<file path="config.mk">
export PLATFORM = sky130hd
export DESIGN_NAME = uart_rx_deframer
export DESIGN_NICKNAME = d
export VERILOG_FILES = /design/src/rtl/uart_pkg.sv /design/src/rtl/uart_rx_fifo.sv /design/src/rtl/uart_rx_deframer.sv
export SDC_FILE = /design/constraint.sdc
export NUM_CORES = 1
export LEC_CHECK = 0
export CORE_ASPECT_RATIO = 1.1
export CORE_MARGIN = 2
export CORE_UTILIZATION = 25
export DETAILED_ROUTE_END_ITERATION = 12
export PLACE_DENSITY = 0.47
export SYNTH_ARGS = -nofsm -noshare
export SYNTH_HDL_FRONTEND = slang
export SYNTH_SLANG_ARGS = --single-unit
</file>
<file path="constraint.sdc">
create_clock -name clk_i -period 2.75 [get_ports clk_i]
set_input_delay 0.4125 -clock clk_i [delete_from_list [all_inputs] [get_ports clk_i]]
set_output_delay 0.4125 -clock clk_i [all_outputs]
set_load 0.005 [all_outputs]
</file>
<file path="src/rtl/uart_pkg.sv">
`default_nettype none
// ----------------------------------------------------------------------------
// uart_pkg : shared state, entry type and sample points for uart_rx_deframer
// Rev 1.0
// ----------------------------------------------------------------------------
package uart_pkg;

  typedef enum logic [2:0] {
    IDLE   = 3'd0,
    START  = 3'd1,
    DATA   = 3'd2,
    PARITY = 3'd3,
    STOP1  = 3'd4,
    STOP2  = 3'd5
  } uart_rx_state_e;

  typedef struct packed {
    logic [7:0] data;
    logic       perr;
    logic       ferr;
  } uart_rx_entry_s;

  localparam logic [3:0] SAMPLE_MID = 4'd7;
  localparam logic [3:0] SAMPLE_END = 4'd15;

  // Index of the last data bit; out-of-range widths fall back to 8 bits.
  function automatic logic [2:0] last_bit_idx(input logic [3:0] n_bits);
    if (n_bits >= 4'd5 && n_bits <= 4'd8) begin
      return 3'(n_bits - 4'd1);
    end
    return 3'd7;
  endfunction

endpackage
`default_nettype wire

</file>
<file path="src/rtl/uart_rx_fifo.sv">
`default_nettype none
// ----------------------------------------------------------------------------
// uart_rx_fifo : synchronous FIFO of received entries, DEPTH a power of 2
// Rev 1.0
// ----------------------------------------------------------------------------
module uart_rx_fifo
  import uart_pkg::*;
#(
  parameter int DEPTH = 4
) (
  input  logic           clk_i,
  input  logic           rst_i,
  input  logic           push_i,
  input  uart_rx_entry_s entry_i,
  input  logic           pop_i,
  output uart_rx_entry_s entry_o,
  output logic           full_o,
  output logic           empty_o
);

  localparam int AW = $clog2(DEPTH);
  localparam logic [AW:0] FULL_CNT = (AW + 1)'(DEPTH);

  uart_rx_entry_s  mem_q [DEPTH];
  uart_rx_entry_s  mem_d [DEPTH];
  logic [AW-1:0]   wr_ptr_q, wr_ptr_d;
  logic [AW-1:0]   rd_ptr_q, rd_ptr_d;
  logic [AW:0]     count_q, count_d;
  logic            do_push;
  logic            do_pop;

  assign empty_o = (count_q == '0);
  assign full_o  = (count_q == FULL_CNT);
  assign do_pop  = pop_i && !empty_o;
  // A pop in the same cycle frees the slot, so a push into a full FIFO still lands.
  assign do_push = push_i && (!full_o || do_pop);
  assign entry_o = mem_q[rd_ptr_q];

  always_comb begin
    mem_d    = mem_q;
    wr_ptr_d = wr_ptr_q;
    rd_ptr_d = rd_ptr_q;
    count_d  = count_q;
    if (do_push) begin
      mem_d[wr_ptr_q] = entry_i;
      wr_ptr_d        = wr_ptr_q + 1'b1;
    end
    if (do_pop) begin
      rd_ptr_d = rd_ptr_q + 1'b1;
    end
    case ({do_push, do_pop})
      2'b10:   count_d = count_q + 1'b1;
      2'b01:   count_d = count_q - 1'b1;
      default: count_d = count_q;
    endcase
  end

  always_ff @(posedge clk_i) begin
    if (rst_i) begin
      for (int i = 0; i < DEPTH; i++) begin
        mem_q[i] <= '0;
      end
      wr_ptr_q <= '0;
      rd_ptr_q <= '0;
      count_q  <= '0;
    end else begin
      mem_q    <= mem_d;
      wr_ptr_q <= wr_ptr_d;
      rd_ptr_q <= rd_ptr_d;
      count_q  <= count_d;
    end
  end

endmodule
`default_nettype wire

</file>
<file path="src/rtl/uart_rx_deframer.sv">
`default_nettype none
// ----------------------------------------------------------------------------
// uart_rx_deframer : 16x oversampling UART receiver with entry FIFO and
// valid/ready output. Define UART_RX_MAJORITY_EN for 3-sample majority voting.
// Rev 1.0
// ----------------------------------------------------------------------------
module uart_rx_deframer
  import uart_pkg::*;
#(
  parameter int DIV_W      = 16,
  parameter int FIFO_DEPTH = 4
) (
  input  logic             clk_i,
  input  logic             rst_i,
  input  logic [DIV_W-1:0] clk_div_i,
  input  logic [3:0]       n_bits_i,
  input  logic             parity_en_i,
  input  logic             parity_odd_i,
  input  logic             two_stop_i,
  input  logic             srx_pad_i,
  output logic [7:0]       rx_data_o,
  output logic             rx_perr_o,
  output logic             rx_ferr_o,
  output logic             rx_valid_o,
  input  logic             rx_ready_i,
  output logic             overrun_o,
  input  logic             clr_overrun_i,
  output logic             busy_o
);

  logic             sync1_q, sync2_q;
  logic [DIV_W-1:0] cnt_q, cnt_d;
  logic             tick;
  uart_rx_state_e   state_q, state_d;
  logic [3:0]       sc_q, sc_d;
  logic [2:0]       bit_q, bit_d;
  logic [7:0]       shift_q, shift_d;
  logic             perr_q, perr_d;
  logic             ferr_q, ferr_d;
  logic             ferr_new;
  logic [2:0]       last_q, last_d;
  logic             pen_q, pen_d;
  logic             podd_q, podd_d;
  logic             two_q, two_d;
  logic             realign_q, realign_d;
  logic             push_q, push_d;
  uart_rx_entry_s   entry_q, entry_d;
  logic             overrun_q, overrun_d;
  logic             bit_v;
  logic             mid;
  uart_rx_entry_s   head;
  logic             fifo_full, fifo_empty, pop;

`ifdef UART_RX_MAJORITY_EN
  // The third vote (sc==8) only exists one tick after mid-bit, so value-dependent
  // actions are taken there.
  localparam logic [3:0] ACT_SC = SAMPLE_MID + 4'd1;
  logic [1:0] vote_q, vote_d;
  assign bit_v  = (vote_q[1] & vote_q[0]) | (vote_q[1] & sync2_q) | (vote_q[0] & sync2_q);
  assign vote_d = tick ? {vote_q[0], sync2_q} : vote_q;
  always_ff @(posedge clk_i) begin
    if (rst_i) vote_q <= 2'b11;
    else       vote_q <= vote_d;
  end
`else
  localparam logic [3:0] ACT_SC = SAMPLE_MID;
  assign bit_v = sync2_q;
`endif

  assign tick  = (cnt_q >= clk_div_i);
  assign cnt_d = tick ? '0 : cnt_q + 1'b1;
  assign mid   = (sc_q == ACT_SC);

  always_comb begin
    state_d   = state_q;
    sc_d      = sc_q;
    bit_d     = bit_q;
    shift_d   = shift_q;
    perr_d    = perr_q;
    ferr_d    = ferr_q;
    last_d    = last_q;
    pen_d     = pen_q;
    podd_d    = podd_q;
    two_d     = two_q;
    realign_d = realign_q;
    entry_d   = entry_q;
    push_d    = 1'b0;
    ferr_new  = ferr_q | ~bit_v;
    if (tick) begin
      sc_d = sc_q + 4'd1;
      case (state_q)
        IDLE: begin
          sc_d = '0;
          if (realign_q) begin
            if (sync2_q) realign_d = 1'b0;
          end else if (!sync2_q) begin
            state_d = START;
            last_d  = last_bit_idx(n_bits_i);
            pen_d   = parity_en_i;
            podd_d  = parity_odd_i;
            two_d   = two_stop_i;
            shift_d = '0;
            perr_d  = 1'b0;
            ferr_d  = 1'b0;
          end
        end
        START: begin
          if (mid && bit_v) begin
            state_d = IDLE;
          end else if (sc_q == SAMPLE_END) begin
            state_d = DATA;
            bit_d   = '0;
          end
        end
        DATA: begin
          if (mid) shift_d[bit_q] = bit_v;
          if (sc_q == SAMPLE_END) begin
            if (bit_q == last_q) state_d = pen_q ? PARITY : STOP1;
            else                 bit_d   = bit_q + 3'd1;
          end
        end
        PARITY: begin
          if (mid) perr_d = ((^shift_q) ^ bit_v) != podd_q;
          if (sc_q == SAMPLE_END) state_d = STOP1;
        end
        STOP1: begin
          if (mid) begin
            ferr_d = ferr_new;
            // Single stop: return to IDLE mid-bit so an early next start is caught.
            if (!two_q) begin
              state_d   = IDLE;
              push_d    = 1'b1;
              entry_d   = '{data: shift_q, perr: perr_q, ferr: ferr_new};
              realign_d = ferr_new;
            end
          end else if (sc_q == SAMPLE_END && two_q) begin
            state_d = STOP2;
          end
        end
        STOP2: begin
          if (mid) begin
            ferr_d    = ferr_new;
            state_d   = IDLE;
            push_d    = 1'b1;
            entry_d   = '{data: shift_q, perr: perr_q, ferr: ferr_new};
            realign_d = ferr_new;
          end
        end
        default: state_d = IDLE;
      endcase
    end
  end

  assign pop       = rx_valid_o && rx_ready_i;
  assign overrun_d = (overrun_q & ~clr_overrun_i) | (push_q & fifo_full & ~pop);

  always_ff @(posedge clk_i) begin
    if (rst_i) begin
      sync1_q   <= 1'b1;
      sync2_q   <= 1'b1;
      cnt_q     <= '0;
      state_q   <= IDLE;
      sc_q      <= '0;
      bit_q     <= '0;
      shift_q   <= '0;
      perr_q    <= 1'b0;
      ferr_q    <= 1'b0;
      last_q    <= 3'd7;
      pen_q     <= 1'b0;
      podd_q    <= 1'b0;
      two_q     <= 1'b0;
      realign_q <= 1'b0;
      push_q    <= 1'b0;
      entry_q   <= '0;
      overrun_q <= 1'b0;
    end else begin
      sync1_q   <= srx_pad_i;
      sync2_q   <= sync1_q;
      cnt_q     <= cnt_d;
      state_q   <= state_d;
      sc_q      <= sc_d;
      bit_q     <= bit_d;
      shift_q   <= shift_d;
      perr_q    <= perr_d;
      ferr_q    <= ferr_d;
      last_q    <= last_d;
      pen_q     <= pen_d;
      podd_q    <= podd_d;
      two_q     <= two_d;
      realign_q <= realign_d;
      push_q    <= push_d;
      entry_q   <= entry_d;
      overrun_q <= overrun_d;
    end
  end

  uart_rx_fifo #(
    .DEPTH (FIFO_DEPTH)
  ) u_fifo (
    .clk_i   (clk_i),
    .rst_i   (rst_i),
    .push_i  (push_q),
    .entry_i (entry_q),
    .pop_i   (pop),
    .entry_o (head),
    .full_o  (fifo_full),
    .empty_o (fifo_empty)
  );

  assign rx_valid_o = !fifo_empty;
  assign rx_data_o  = rx_valid_o ? head.data : 8'h00;
  assign rx_perr_o  = rx_valid_o & head.perr;
  assign rx_ferr_o  = rx_valid_o & head.ferr;
  assign overrun_o  = overrun_q;
  assign busy_o     = (state_q != IDLE);

endmodule
`default_nettype wire

</file>
## Yosys cells after proc, flatten, opt, wreduce, memory -nomap -nowiden

Index checks and enable logic that the tools add are counted.

- Add/sub/neg operators: 8
- Multiply operators: 0
- Divide/modulo/power cells: 0
- Magnitude comparators: 8
- Equal/unequal tests: 29
- Shift-type cells: 0
- Mux-type cells: 60
- Bitwise gates (word level): 15
- Reductions and logical operators: 33

Operator list:

| operator | count |
|---|---|
| 10-bit two-way mux | 6 |
| 3-bit two-way mux | 18 |
| 40-bit bitwise mux | 1 |
| 8-bit two-way mux | 4 |
| 2-bit != test (second input constant) | 13 |
| 5-bit AND reduction | 5 |
| 10-bit binary-select mux with 2-bit select | 1 |
| 10-bit demux with 2-bit select | 1 |
| 10-bit one-hot mux with 2 select lines | 1 |
| 3-bit one-hot mux with 6 select lines | 1 |
| 1-bit two-way mux | 17 |
| 16-bit by 1-bit adder with 16-bit output (second input constant) | 1 |
| 16-bit >= comparator | 1 |
| 8-bit one-hot mux with 2 select lines | 1 |
| 3-bit one-hot mux with 2 select lines | 2 |
| 2-bit nonzero test | 6 |
| 10-bit AND reduction | 1 |
| 3-bit == test (second input constant) | 3 |
| 3-bit != test (second input constant) | 3 |
| 8-bit bitwise mux | 1 |
| 1-bit logical AND | 8 |
| 8-bit parity | 1 |
| 3-bit by 1-bit adder with 3-bit output (second input constant) | 2 |
| 3-bit by 2-bit == test with 1-bit output (second input constant) | 2 |
| 33 further kinds | 53 |

- Flip-flop bits (word level): 104
- Latch bits: 0
- Bits in writable memories: 0
- Memory bits (read-only): 0
- Bits of input ports: 28
- Output and inout port bits: 13
- Memories kept: 0

## Logic depth before layout (Yosys ltp)

Gate-level depths: netlist (run 1).

- Word-level depth: 8
- Gate-level depth with buffers: 11
- Mapped depth without buffers: 9

## Modules after synthesis

Synthesis (run 1) repeated with hierarchy kept, for this count alone.

- Cell total of the unflattened synthesis: 617
- Area total of the unflattened synthesis: 5586.6 um^2

Modules (own cells, without submodules):

| module | instances | cells each | area each (um^2) | sequential area each (um^2) |
|---|---|---|---|---|
| uart_rx_deframer | 1 | 400 | 3243.1 | 1141.1 |
| uart_rx_fifo | 1 | 217 | 2343.5 | 940.9 |

## Least setup slack after synthesis (run 1)

Ideal clock, no wire load.

- Path kind: input -> register
- Start point: input rx_ready_i
- End point: register u_fifo.count_q[2]
- Setup time: 70 ps
- Arrival: 2506 ps
- Slack: 173 ps
- Cell stages on the path: 11
- Path through: nor4b_1 nor2b_1 clkbuf_1 clkbuf_1 inv_1 ha_1 inv_1 fa_1 xor2_1 or3_1 a21oi_1

- Cells in the longest elaborated chain, start to end: 6
- Elaborated cells on any way between the ends: 8
- Classes of those cells: 2 x eq/ne; 1 x mux; 5 x reduce/logical

Ends and longest elaborated chain:

| item | RTL line | source |
|---|---|---|
| start: declaration | uart_rx_deframer.sv:25 | `input logic rx_ready_i,` |
| 1-bit logical AND (*) | uart_rx_deframer.sv:154 | `assign pop = rx_valid_o && rx_ready_i;` |
| 1-bit logical AND (*) | uart_rx_fifo.sv:34 | `assign do_pop = pop_i && !empty_o;` |
| 1-bit logical OR | uart_rx_fifo.sv:36 | `assign do_push = push_i && (!full_o \|\| do_pop);` |
| 1-bit logical AND | uart_rx_fifo.sv:36 |  |
| 2-bit by 1-bit == test with 1-bit output or 2-bit == test (tied branches) | uart_rx_fifo.sv:51 | `case ({do_push, do_pop})` |
| 3-bit one-hot mux with 2 select lines or 2-bit nonzero test (tied branches) | -- |  |
| end signal: assignment | uart_rx_fifo.sv:70 | `count_q <= count_d;` |
| end: declaration | uart_rx_fifo.sv:28 | `logic [AW:0] count_q, count_d;` |

Every way passes the cells marked *; elsewhere a longest branch is shown, timed or not.
A chain may end at the register's enable or synchronous reset.

## Worst setup path in the final report (run 1)

- Start point: input clk_div_i[7]
- End point: register entry_q[0] (netlist bit)

- Cells in the longest elaborated chain, start to end: 2

Ends and longest elaborated chain:

| item | RTL line | source |
|---|---|---|
| start: declaration | uart_rx_deframer.sv:15 | `input logic [DIV_W-1:0] clk_div_i,` |
| 16-bit >= comparator | uart_rx_deframer.sv:70 | `assign tick = (cnt_q >= clk_div_i);` |
| 5-bit AND reduction (no line) | -- |  |
| end signal: assignment | uart_rx_deframer.sv:192 | `entry_q <= entry_d;` |
| end: declaration | uart_rx_deframer.sv:47 | `uart_rx_entry_s entry_q, entry_d;` |

Every way passes these cells.

==> results.toml, run 1 <==
[clock_network]
numClockSinks = 104
cts_tree = "yes"
cts_root_buf = "clkbuf_16"
hold_buffers = 0
clock_latency_ns = 0.35
path_clk_slew_ns = 0.07
cts_htree_levels = 3
cts_made_buffers = 9
cts.path.max_buffers = 2

[sta]
setup_viol = 0
hold_violations = 0
max_freq_mhz = 388
clock_skew_ns = 0.00604
slew_headroom = 0.627
worst_pin_slew_ns = 0.559
post-route-worst-setup-slack_ns = 0.173
hold_ws_ns = 0.411
maxSlewViolCount = 0
fin_crit_sh = 0.937
period_minus_slack_ns = 2.58

[pwr]
power_density_nw_per_um2 = 447
p_seq_frac = 0.526
total_power_mw = 2.88
p_switching_mw = 0.664
p_leak_nw = 2.35
p_int_mw = 2.22
ir_drop_mv = 0.270
clockPowerShare = 0.428
switching_share = 0.230
pwr-share-comb = 0.046

[critical_path]
ff2ff_setup_slack_ns = 0.36
worst-endpoint-required_ns = 3.03
r2r_cells = 8
reg2reg_to = "entry_q[0]$_SDFFE_PP0P_"
cp-start-kind = "primary input"
cp-endpoint = "entry_q[0]$_SDFFE_PP0P_"
crit_path_start = "clk_div_i[7]"
end_kind = "flip-flop"
crit_arrival_ns = 2.86
critPathMaxFanout = 4
setup.worst_path.class = "in2reg"
r2r-start = "cnt_q[7]$_SDFF_PP0_"

[run_status]
run_status = "complete, no violations"

[global_route]
grt_pass1_wl_um = 22600
grt_overflow_total = 0
grt_antenna_before_repair = 0
track_usage = 0.126
grt_pass1_vias = 4549
grt_start_max_net_pins = 47

[synth]
synth-main-ff-cell = "dfxtp_1"
syn_nets = 694
syn-mean-instance-area_um2 = 8.25
synth_area_um2 = 5270
synth_cell_types = 48
synth_seq_cells = 104
async_flop_share = 0
yosysWarningCount = 0
synth_edf_count = 0
postSynthCellCount = 639
yosysSeqAreaShare = 0.395

[die]
rows = 55
start_util = 0.255
io_pins = 41
die_w_um = 142
fp.dieArea_um2 = 22300
design.core.area_um2 = 20600
dieHeight_um = 156

[place]
port_buffers = 40
dpl.hpwl_um = 9400
place.gp.congestion = 0.799
place_ws_ns = -0.364

[drt]
route.detailed.drc = 0
viasPerCell = 4.75
wire_per_inst_um = 13.9
wirelength_um = 13200
firstDrtPassIters = 4
vias = 4525
drt_iter0_drc = 271
drt.antenna.violating_nets = 0

[layout]
finalNetCount = 747
n_antenna_cell = 0
area_growth_pct = 22.4
nFillCells = 2267
drive_gt1_frac = 0.110

[job]
drv_cap = 0

[min_path]
min_path_type = "reg2reg"
==> flip-flops by register name (all words and copies together), names as in the netlist, 2 cells and up <==
| register | count |
|---|---|
| bit_q | 3 |
| u_fifo.mem_q | 40 |
| u_fifo.rd_ptr_q | 2 |
| sc_q | 4 |
| last_q | 3 |
| state_q | 3 |
| shift_q | 8 |
| u_fifo.wr_ptr_q | 2 |
| cnt_q | 16 |
| u_fifo.count_q | 3 |
| entry_q | 10 |
==> kinds of logic (layout without fill, tap and decap cells) <==
group,Yosys count,after routing,synth area share
mux,21,21,0.0646
fa+ha+maj,27,27,0.0655
simple gates,271,271,0.249
compound gates,118,118,0.126
buf+inv,68,126,0.0494
flops,104,104,0.395
xor+xnor,30,30,0.0499
==> repair_timing <==
item | CTS | global route
gates resized for setup | 1 | 4
endpoints found under the hold margin | 0 | 0
setup endpoints to repair | 1 | 7
setup buffers | 0 | 1
pin swaps | 0 | 2
==> synthesized netlist by cell type (10+ instances only) <==
master	instances	area, µm²
a21oi_1	71	355
and2_1	13	81.3
clkbuf_1	29	109
dfxtp_1	104	2080
ha_1	26	325
inv_1	30	113
mux2i_1	10	100
mux4_2	10	225
nand2_1	85	319
nand3_1	50	250
nand4_1	10	62.6
nor2_1	45	169
nor2b_1	11	68.8
nor3_1	22	110
o21ai_0	16	80.1
xnor2_1	19	166
xor2_1	11	96.3
==> how the worst min path moves through the flow <==
stage / start / end / slack, ns / depth (start not counted)
6_report: sync1_q$_SDFF_PP1_ / bit_v$_SDFF_PP1_ / 0.41 / 1
5_1_grt: sync1_q$_SDFF_PP1_ / bit_v$_SDFF_PP1_ / 0.45 / 1
4_1_cts: sync1_q$_SDFF_PP1_ / bit_v$_SDFF_PP1_ / 0.41 / 1
3_5_place_dp: sync1_q$_SDFF_PP1_ / bit_v$_SDFF_PP1_ / 0.40 / 1
3_3_place_gp: sync1_q$_SDFF_PP1_ / bit_v$_SDFF_PP1_ / 0.39 / 1
2_1_floorplan: sync1_q$_SDFF_PP1_ / bit_v$_SDFF_PP1_ / 0.39 / 1
==> worst max-delay path, cell delays in order <==
cell	delay [ns]
clkdlybuf4s50_1	0.45
inv_1	0.04
ha_1	0.30
nand4_1	0.12
nor4_2	0.36
o31ai_2	0.14
and3_4	0.19
buf_4	0.14
or4_4	0.53
o22ai_1	0.17
==> area by class of cell <==
cell class / instances / area, µm² / share of cell area
clock inverters: 4 / 28.8 / 0.00446
repair buffers: 80 / 708 / 0.110
multi-input cells: 467 / 2950 / 0.457
flip-flops and latches: 104 / 2080 / 0.323
inverters: 30 / 113 / 0.0175
well taps: 256 / 320 / 0.0497
clock buffers: 12 / 246 / 0.0382
==> layout by cell type, fill, tap and decap left out, drive strengths merged, types with 3 or more instances in the layout <==
cell type,synthesis,layout
dfxtp,104,104
nand2,85,85
a21oi,71,71
nand3,50,50
nor2,45,45
buf,9,41
clkdlybuf4s50,0,39
inv,30,31
ha,26,26
nor3,22,22
xnor2,19,19
o21ai,16,16
and2,13,13
clkbuf,29,12
xor2,11,11
nor2b,11,11
nand4,11,11
mux4,10,10
mux2i,10,10
a31oi,9,9
o22ai,8,8
or3,6,6
nand2b,5,5
nand3b,5,5
or2,3,3
o31ai,3,3
and3,3,3
==> per-stage QoR <==
stage | TNS (ns) | cells | util | cell area (µm²)
floorplan | 0 | 639 | - | 5270
global placement | -2.50 | 936 | 0.298 | 6140
detailed placement | -8.14 | 936 | 0.298 | 6140
CTS | 0 | 952 | 0.311 | 6430
global route | -0.0336 | 953 | 0.312 | 6450
finish | 0 | 953 | 0.312 | 6450
==> power groups by stage <==
stage	sequential, mW	combinational, mW	clock (mW)
floorplan	1.55	0.0677	0
global placement	1.55	0.135	0
detailed placement	1.55	0.135	0
CTS	1.52	0.137	1.28
global route	1.52	0.151	1.34
finish	1.52	0.134	1.23
==> routing by layer <==
metal | track usage | vias to the layer above | routed length [µm]
met5 | 0 | - | 0
met4 | 0.0401 | 0 | 222
met3 | 0.0260 | 18 | 393
met2 | 0.211 | 75 | 6210
met1 | 0.163 | 2093 | 6400
li1 | - | 2339 | -
No activity file was read; power rests on OpenSTA's default activity.
==> run 2, diff against run 1 <==
- SKIP_CTS_REPAIR_TIMING: default -> 1
==> results.toml, run 2 (same netlist as run 1, synthesis figures left out) <==
[pwr]
p_leak_nw = 2.35
power_density_nw_per_um2 = 447
p_int_mw = 2.22
ir_drop_mv = 0.270
clockPowerShare = 0.427
p_switching_mw = 0.662
p_seq_frac = 0.526
pwr-share-comb = 0.046
switching_share = 0.230

[sta]
slew_headroom = 0.627
worst_pin_slew_ns = 0.559
period_minus_slack_ns = 2.59
setup_viol = 0
tns_ns = 0
max_freq_mhz = 387
fin_crit_sh = 0.940
hold_violations = 0
clock_skew_ns = 0.00662
maxSlewViolCount = 0

[run_status]
run_status = "complete, no violations"

[clock_network]
path_clk_slew_ns = 0.07
numClockSinks = 104
cts_tree = "yes"
clock_latency_ns = 0.35
cts.path.max_buffers = 2
cts_root_buf = "clkbuf_16"
cts_made_buffers = 9
cts_htree_levels = 3

[layout]
nFillCells = 2267
drive_gt1_frac = 0.109
n_antenna_cell = 0
final_common_cell = "dfxtp_1"
reg_top3 = "u_fifo.mem_q x40, cnt_q x16, entry_q x10"
final_cells = 953
regArea_um2 = 2080
finalNetCount = 747
multiInputGateArea_um2 = 2950
fin_util = 0.312
largest_reg_flops = 40
area_growth_pct = 22.3
top_register = "u_fifo.mem_q"
final_cell_mix = "dfxtp_1, nand2_1, a21oi_1"

[drt]
wirelength_um = 13200
route.detailed.drc = 0
vias = 4508
drt_iter0_drc = 284
wire_per_inst_um = 13.9
drt.antenna.violating_nets = 0
viasPerCell = 4.73
firstDrtPassIters = 4

[die]
start_util = 0.255
design.core.area_um2 = 20600
rows = 55
io_pins = 41
dieHeight_um = 156
die_w_um = 142
fp.dieArea_um2 = 22300

[critical_path]
crit_arrival_ns = 2.87
cp-start-kind = "primary input"
cpPeakStageDelay_ns = 0.55
crit_chain = "clkdlybuf4s50_1, inv_1, ha_1, nand4_1, nor4_2, o31ai_2, and3_4, buf_4, or4_1, o22ai_1"
r2r-start = "cnt_q[7]$_SDFF_PP0_"
r2r_cells = 8
ff2ff_setup_slack_ns = 0.35
setup.worst_path.class = "in2reg"
worst-endpoint-required_ns = 3.03
critPathMaxFanout = 4
reg2reg_to = "entry_q[0]$_SDFFE_PP0P_"
cpMaxStageDelayCell = "or4_1"
end_kind = "flip-flop"

[min_path]
hold_depth = 1
min_from = "sync1_q$_SDFF_PP1_"
hold_path_end = "bit_v$_SDFF_PP1_"
min_path_type = "reg2reg"

[global_route]
grt_start_max_net_pins = 47
grt_antenna_before_repair = 0
grt_overflow_total = 0
grt_pass1_wl_um = 22600
track_usage = 0.126
grt_pass1_vias = 4546

[place]
port_buffers = 40
dpl.hpwl_um = 9400
place.gp.congestion = 0.799
dp_cells = 936

[job]
drv_cap = 0
## run 2: changes by cell type in the layout (fill, tap and decap cells not counted)
| cell | delta |
|---|---|
| or4_4 | -1 |
| or4_1 | +1 |
## run 2: power by group through the flow
stage / Sequential [mW] / Clock (mW) / Combinational [mW]
after floorplan: 1.55 / 0 / 0.0677
after global placement: 1.55 / 0 / 0.135
after detailed placement: 1.55 / 0 / 0.135
after CTS: 1.52 / 1.28 / 0.136
after global routing: 1.52 / 1.34 / 0.150
final: 1.52 / 1.23 / 0.134
## run 2: through the flow
| step | worst slack [ns] | hold slack (ns) | power (mW) | instance area (µm²) |
|---|---|---|---|---|
| final | 0.164 | 0.411 | 2.88 | 6440 |
| after global routing | -0.0371 | 0.447 | 3.00 | 6440 |
| after CTS | -0.0108 | 0.412 | 2.93 | 6420 |
| after detailed placement | -0.364 | 0.395 | 1.69 | 6140 |
| after global placement | -0.200 | 0.393 | 1.69 | 6140 |
| after floorplan | 0.173 | 0.389 | 1.62 | 5270 |
## run 2: how the worst max path moves through the flow
| stage | slack, ns | from | cells after the start | end |
|---|---|---|---|---|
| 2_1_floorplan | 0.17 | rx_ready_i | 11 | u_fifo.count_q[2]$_SDFFE_PP0P_ |
| 3_3_place_gp | -0.20 | clk_div_i[13] | 10 | entry_q[0]$_SDFFE_PP0P_ |
| 3_5_place_dp | -0.36 | clk_div_i[15] | 10 | entry_q[0]$_SDFFE_PP0P_ |
| 4_1_cts | -0.01 | clk_div_i[15] | 10 | entry_q[0]$_SDFFE_PP0P_ |
| 5_1_grt | -0.04 | clk_div_i[5] | 10 | entry_q[0]$_SDFFE_PP0P_ |
| 6_report | 0.16 | clk_div_i[7] | 10 | entry_q[0]$_SDFFE_PP0P_ |
## run 2: cell type report
| type | instances | area share |
|---|---|---|
| timing repair buffer | 80 | 0.110 |
| sequential | 104 | 0.323 |
| multi-input combinational | 467 | 0.457 |
| clock buffer | 12 | 0.0383 |
| inverter | 30 | 0.0175 |
| tap | 256 | 0.0497 |
| clock inverter | 4 | 0.00447 |
## run 2: per-layer routing
metal | global-route usage | vias up | share of wire
met2 | 0.211 | 64 | 0.47
li1 | - | 2341 | -
met3 | 0.0260 | 16 | 0.029
met5 | 0 | - | 0
met4 | 0.0401 | 0 | 0.014
met1 | 0.164 | 2087 | 0.49
## run 2: critical path, delay by kind of cell
| kind | cells | cell delay (ns) |
|---|---|---|
| buffers and inverters | 3 | 0.63 |
| AOI/OAI and AO/OA | 2 | 0.30 |
| and+or+nand+nor | 4 | 1.22 |
| adders and majority gates | 1 | 0.30 |
